## src/rtl/frame_sequencer.sv

```systemverilog
// rtl/frame_sequencer.sv - Raster frame sequencer: tags an upstream pixel stream with coordinates
// and inserts idle blanking between rows.
module frame_sequencer #(
  parameter int unsigned IMAGE_WIDTH  = 128,
  parameter int unsigned IMAGE_HEIGHT = 128,
  parameter int unsigned HBLANK       = 4
) (
  input  logic        clk,
  input  logic        reset,
  input  logic        start,
  input  logic        abort,
  input  logic        s_valid,
  input  logic [7:0]  s_data,
  output logic        s_ready,
  output logic [7:0]  pix_out,
  output logic        pix_valid,
  output logic [15:0] x_pos,
  output logic [15:0] y_pos,
  output logic        sof,
  output logic        eol,
  output logic        busy,
  output logic        done,
  output logic [15:0] frame_count
);

  localparam logic [1:0] S_IDLE   = 2'd0;
  localparam logic [1:0] S_STREAM = 2'd1;
  localparam logic [1:0] S_BLANK  = 2'd2;
  localparam logic [1:0] S_DONE   = 2'd3;

  localparam logic [15:0] COL_LAST   = 16'(IMAGE_WIDTH - 1);
  localparam logic [15:0] ROW_LAST   = 16'(IMAGE_HEIGHT - 1);
  // Only meaningful when HBLANK > 0; BLANK is unreachable otherwise.
  localparam logic [7:0]  BLANK_LAST = (HBLANK > 0) ? 8'(HBLANK - 1) : 8'd0;

  logic [1:0]  state_q, state_d;
  logic [15:0] col_q, col_d;
  logic [15:0] row_q, row_d;
  logic [7:0]  blank_q, blank_d;
  logic [7:0]  pix_q, pix_d;
  logic        pv_q, pv_d;
  logic [15:0] x_q, x_d;
  logic [15:0] y_q, y_d;
  logic        sof_q, sof_d;
  logic        eol_q, eol_d;
  logic [15:0] fc_q, fc_d;
  logic        xfer;

  assign s_ready     = (state_q == S_STREAM) && !abort;
  assign xfer        = s_ready && s_valid;
  assign busy        = (state_q == S_STREAM) || (state_q == S_BLANK);
  assign done        = (state_q == S_DONE);
  assign pix_out     = pix_q;
  assign pix_valid   = pv_q;
  assign x_pos       = x_q;
  assign y_pos       = y_q;
  assign sof         = sof_q;
  assign eol         = eol_q;
  assign frame_count = fc_q;

  always_comb begin
    state_d = state_q;
    col_d   = col_q;
    row_d   = row_q;
    blank_d = blank_q;
    pix_d   = pix_q;
    x_d     = x_q;
    y_d     = y_q;
    fc_d    = fc_q;
    pv_d    = 1'b0;
    sof_d   = 1'b0;
    eol_d   = 1'b0;

    // Output registers capture the pixel and the coordinates it was accepted at.
    if (xfer) begin
      pix_d = s_data;
      x_d   = col_q;
      y_d   = row_q;
      pv_d  = 1'b1;
      sof_d = (col_q == 16'd0) && (row_q == 16'd0);
      eol_d = (col_q == COL_LAST);
    end

    case (state_q)
      S_IDLE: begin
        if (start && !abort) begin
          state_d = S_STREAM;
          col_d   = 16'd0;
          row_d   = 16'd0;
          blank_d = 8'd0;
        end
      end
      S_STREAM: begin
        if (abort) begin
          state_d = S_IDLE;
        end else if (xfer) begin
          if (col_q == COL_LAST) begin
            col_d = 16'd0;
            if (row_q == ROW_LAST) begin
              state_d = S_DONE;
            end else begin
              row_d = row_q + 16'd1;
              if (HBLANK > 0) begin
                state_d = S_BLANK;
                blank_d = 8'd0;
              end
            end
          end else begin
            col_d = col_q + 16'd1;
          end
        end
      end
      S_BLANK: begin
        if (abort) begin
          state_d = S_IDLE;
        end else if (blank_q == BLANK_LAST) begin
          state_d = S_STREAM;
        end else begin
          blank_d = blank_q + 8'd1;
        end
      end
      S_DONE: begin
        state_d = S_IDLE;
        fc_d    = fc_q + 16'd1;
      end
      default: state_d = S_IDLE;
    endcase
  end

  always_ff @(posedge clk or posedge reset) begin
    if (reset) begin
      state_q <= S_IDLE;
      col_q   <= 16'd0;
      row_q   <= 16'd0;
      blank_q <= 8'd0;
      pix_q   <= 8'd0;
      pv_q    <= 1'b0;
      x_q     <= 16'd0;
      y_q     <= 16'd0;
      sof_q   <= 1'b0;
      eol_q   <= 1'b0;
      fc_q    <= 16'd0;
    end else begin
      state_q <= state_d;
      col_q   <= col_d;
      row_q   <= row_d;
      blank_q <= blank_d;
      pix_q   <= pix_d;
      pv_q    <= pv_d;
      x_q     <= x_d;
      y_q     <= y_d;
      sof_q   <= sof_d;
      eol_q   <= eol_d;
      fc_q    <= fc_d;
    end
  end

endmodule

```

## config.mk

```make
export PLATFORM = sky130hd
export DESIGN_NAME = frame_sequencer
export DESIGN_NICKNAME = d
export VERILOG_FILES = /design/src/rtl/frame_sequencer.sv
export SDC_FILE = /design/constraint.sdc
export NUM_CORES = 1
export LEC_CHECK = 0
export BUFFER_PORTS_ARGS = -buffer_cell sky130_fd_sc_hd__buf_4
export CAP_MARGIN = 40
export CORE_AREA = 2 2 86 122
export DETAILED_ROUTE_END_ITERATION = 12
export DIE_AREA = 0 0 88 124
export PLACE_DENSITY = 0.74
export SKIP_LAST_GASP = 1
export SYNTH_ARGS = -nofsm -noshare
export SYNTH_HDL_FRONTEND = slang
export SYNTH_SLANG_ARGS = --single-unit
```

## constraint.sdc

```tcl
create_clock -name clk -period 3.2 [get_ports clk]
set_input_delay 0.64 -clock clk [delete_from_list [all_inputs] [get_ports clk]]
set_output_delay 0.64 -clock clk [all_outputs]
set_load 0.005 [all_outputs]
```

==> impl_results.md <==
* WS Path Type: register to output port
* Worst-skew pair later-pin latency at 0.35 ns
* Drt first-iter violations at 295
* TritonRoute pass-1 iters at 4
* FP Rows at 43
* Commonest cells after routing, fill and taps aside: 101 x dfrtp_1, 84 x buf_4, 37 x mux2_2
* CP delay by family, top: buffers and inverters
* CP Max Fanout at 16
* EDFF count, synth at 0
* Vias in the first global route at 4,004
* Total track usage at 0.2207
* Post-synth top flop: dfrtp_1
* Post-Syn Nets at 481
* Syn Inst Count at 457
* Yosys cell types at 53
* Post-Place Worst Slack at 0.4781 ns
* CTS max path bufs at 2
* Clock slew at reported path FFs at 0.07 ns
* Multi-input logic area at 0.002258 mm^2
* Leakage at 0.002781 uW
* NumNets Final at 556
* CP most frequent cell: buf_4
* Worst Setup End Kind: output port
* Worst-margin pin slew at 0.8585 ns
* TritonCTS Sinks at 101
* Top post-synthesis cells by area: dfrtp_1 51%, mux2_2 8.5%, xnor2_1 3.2%
* Largest net degree at the start of global routing at 51
* Worst Setup Start Kind: register
* Root Buffer: clkbuf_16
* MaxCap Viol Count at 0
* DRC errors left at 0
* FILL cells at 782
* Slew margin rel. at 0.4277
* Core box area at 0.009738 mm^2
* Max H-tree Level at 3
* VDD IR-drop max at 335.5 uV
* Syn Area/Cell at 10.75 um^2
* Die height at 124 um
* Final core occ at 0.6108
* Setup Fix Bufs, Post-CTS at 0
* Detailed placement HPWL at 7.976 mm
* Via density at 5.841
* Resized cells post-CTS at 0
* Tmin final at 2.739 ns
* Period utilisation layout at 0.8559
* Synthesized flop and latch total at 101
* # diodes at 0
* Final hold vios at 0
* DP Cell Count at 655
* Antenna violations before repair at 0
* GRT Residual Overflow at 0
* Initial core utilization at 0.5043
* PwrDens at 610.5 mW/mm^2
* R2r worst-path depth at 7
* Slowest CP cell: dfrtp_1
* Worst setup slack after layout at 0.4612 ns
* Final Slew Violations at 0
* Slowest cell delay on critical path at 0.41 ns
* Cell Count, Final, Fillers Out at 672
* CP bufs+invs at 3
* Async SR Flop Fraction at 1.000
* Via count at 3,925
* Hold WS at 0.2644 ns
* Num CTS Buffers at 9
* Worst-path cell chain: inv_1 -> ha_1 -> buf_4 -> nor2b_1 -> buf_4
* Synth warnings at 0
* Setup tns final at 0 ns
* Area grow syn2layout at 21.12%
* Largest area contributor in the netlist: dfrtp_1
* Max Freq at 365.1 MHz
* Hold Buf Count CTS at 0
* IO Count at 75
* Stages on the worst setup path at 5
* Clk_skew at 0.007495 ns
* Top cell type's share of synthesized area at 0.5146
* TritonCTS clock tree: built
* RSZ-0062 raised after global routing: false
* Hold WC Path Type: input pin to async pin
* Share of post-route cells with drive strength above 1 at 0.2737
* WP data required at 2.56 ns
* Final Wtd Congestion at 0.9137
* # setup viols final at 0
* Post-route ant nets at 0
* Synth Cell Area at 0.004911 mm^2
* Commonest non-fill, non-tap cell in the layout: dfrtp_1
* Die width at 88 um
* Die area at 0.01091 mm^2
* Post-Route WL at 11.20 mm
* Critical path arrival at 2.10 ns
* Routed WL per cell at 16.67 um
* Outcome: finished, final reports clean
* First-pass GRT wire length at 18.85 mm
* Number of port buffers at 74
* Post-synthesis sequential area ratio at 0.5146
* FF+latch area at 0.002527 mm^2
[registers in the layout, summed over array words and instances (netlist names)]
signal       cells
sof              1
blank_q          8
pix_out          8
pix_valid        1
y_pos           16
row_q           16
col_q           16
frame_count     16
x_pos           16
state_q          2
eol              1
[final timing paths]
kind	end	slack (ns)	from
setup / recovery	s_ready	0.46	state_q[1]
hold / removal	y_pos[12]	0.26	reset
setup reg to reg	y_pos[15]	0.49	state_q[1]
hold reg to reg	frame_count[15]	0.48	frame_count[15]
max in group asynchronous	blank_q[6]	2.00	reset
min in group clk	frame_count[15]	0.48	frame_count[15]
[layout make-up]
class | count | share of cell area
Clock inverter | 7 | 0.01367
Clock buffer | 9 | 0.03786
Multi-Input combinational cell | 322 | 0.3797
Tap cell | 135 | 0.02840
Inverter | 14 | 0.009466
Timing Repair Buffer | 84 | 0.1060
Sequential cell | 101 | 0.4249
[Yosys cell counts, types with 4 or more instances]
cell type	count
or3_1	4
nor3_1	11
o21ai_0	17
and3_1	10
a21oi_1	20
ha_1	11
nand2b_1	4
inv_1	14
nor2b_1	5
mux2_2	37
nand2_1	36
nor2_1	26
nand3_1	24
clkbuf_1	19
xor2_1	8
a31oi_1	7
or4_1	7
nand4_1	11
dfrtp_1	101
a211oi_1	5
and4_1	4
nor4_1	10
o211ai_1	5
xnor2_1	18
[per-stage QoR]
| stage | total power [uW] | cell area (um^2) |
|---|---|---|
| 6_report | 3631 | 5948 |
| 5_1_grt | 3848 | 5948 |
| 4_1_cts | 3663 | 5941 |
| 3_3_place_gp | 2515 | 5634 |
| 2_1_floorplan | 2144 | 4915 |
| 3_5_place_dp | 2542 | 5634 |
[per-layer routing]
metal,up-vias,wire (um),global-route usage,part of all wire
met5,-,0,0,0
met4,0,282,0.1144,0.025
met3,22,479,0.04838,0.043
met2,133,5895,0.3755,0.53
met1,1937,4547,0.2587,0.41
li1,1833,-,-,-
[power by group]
part	total [uW]	leakage, uW	internal (uW)	switching [uW]
combinational	943	0.00129	440	503
clock	1110	0.000147	617	490
sequential	1580	0.00135	1440	143
total	3630	0.00278	2500	1140
[kinds of logic after synthesis]
group,after synthesis,share of synthesized area
compound gates,83,0.1119
xor+xnor,26,0.04637
fa+ha+maj,11,0.02803
buf+inv,34,0.02599
flops,101,0.5146
mux,39,0.08892
simple gates,163,0.1842
Power figures use the tool's default switching activity.
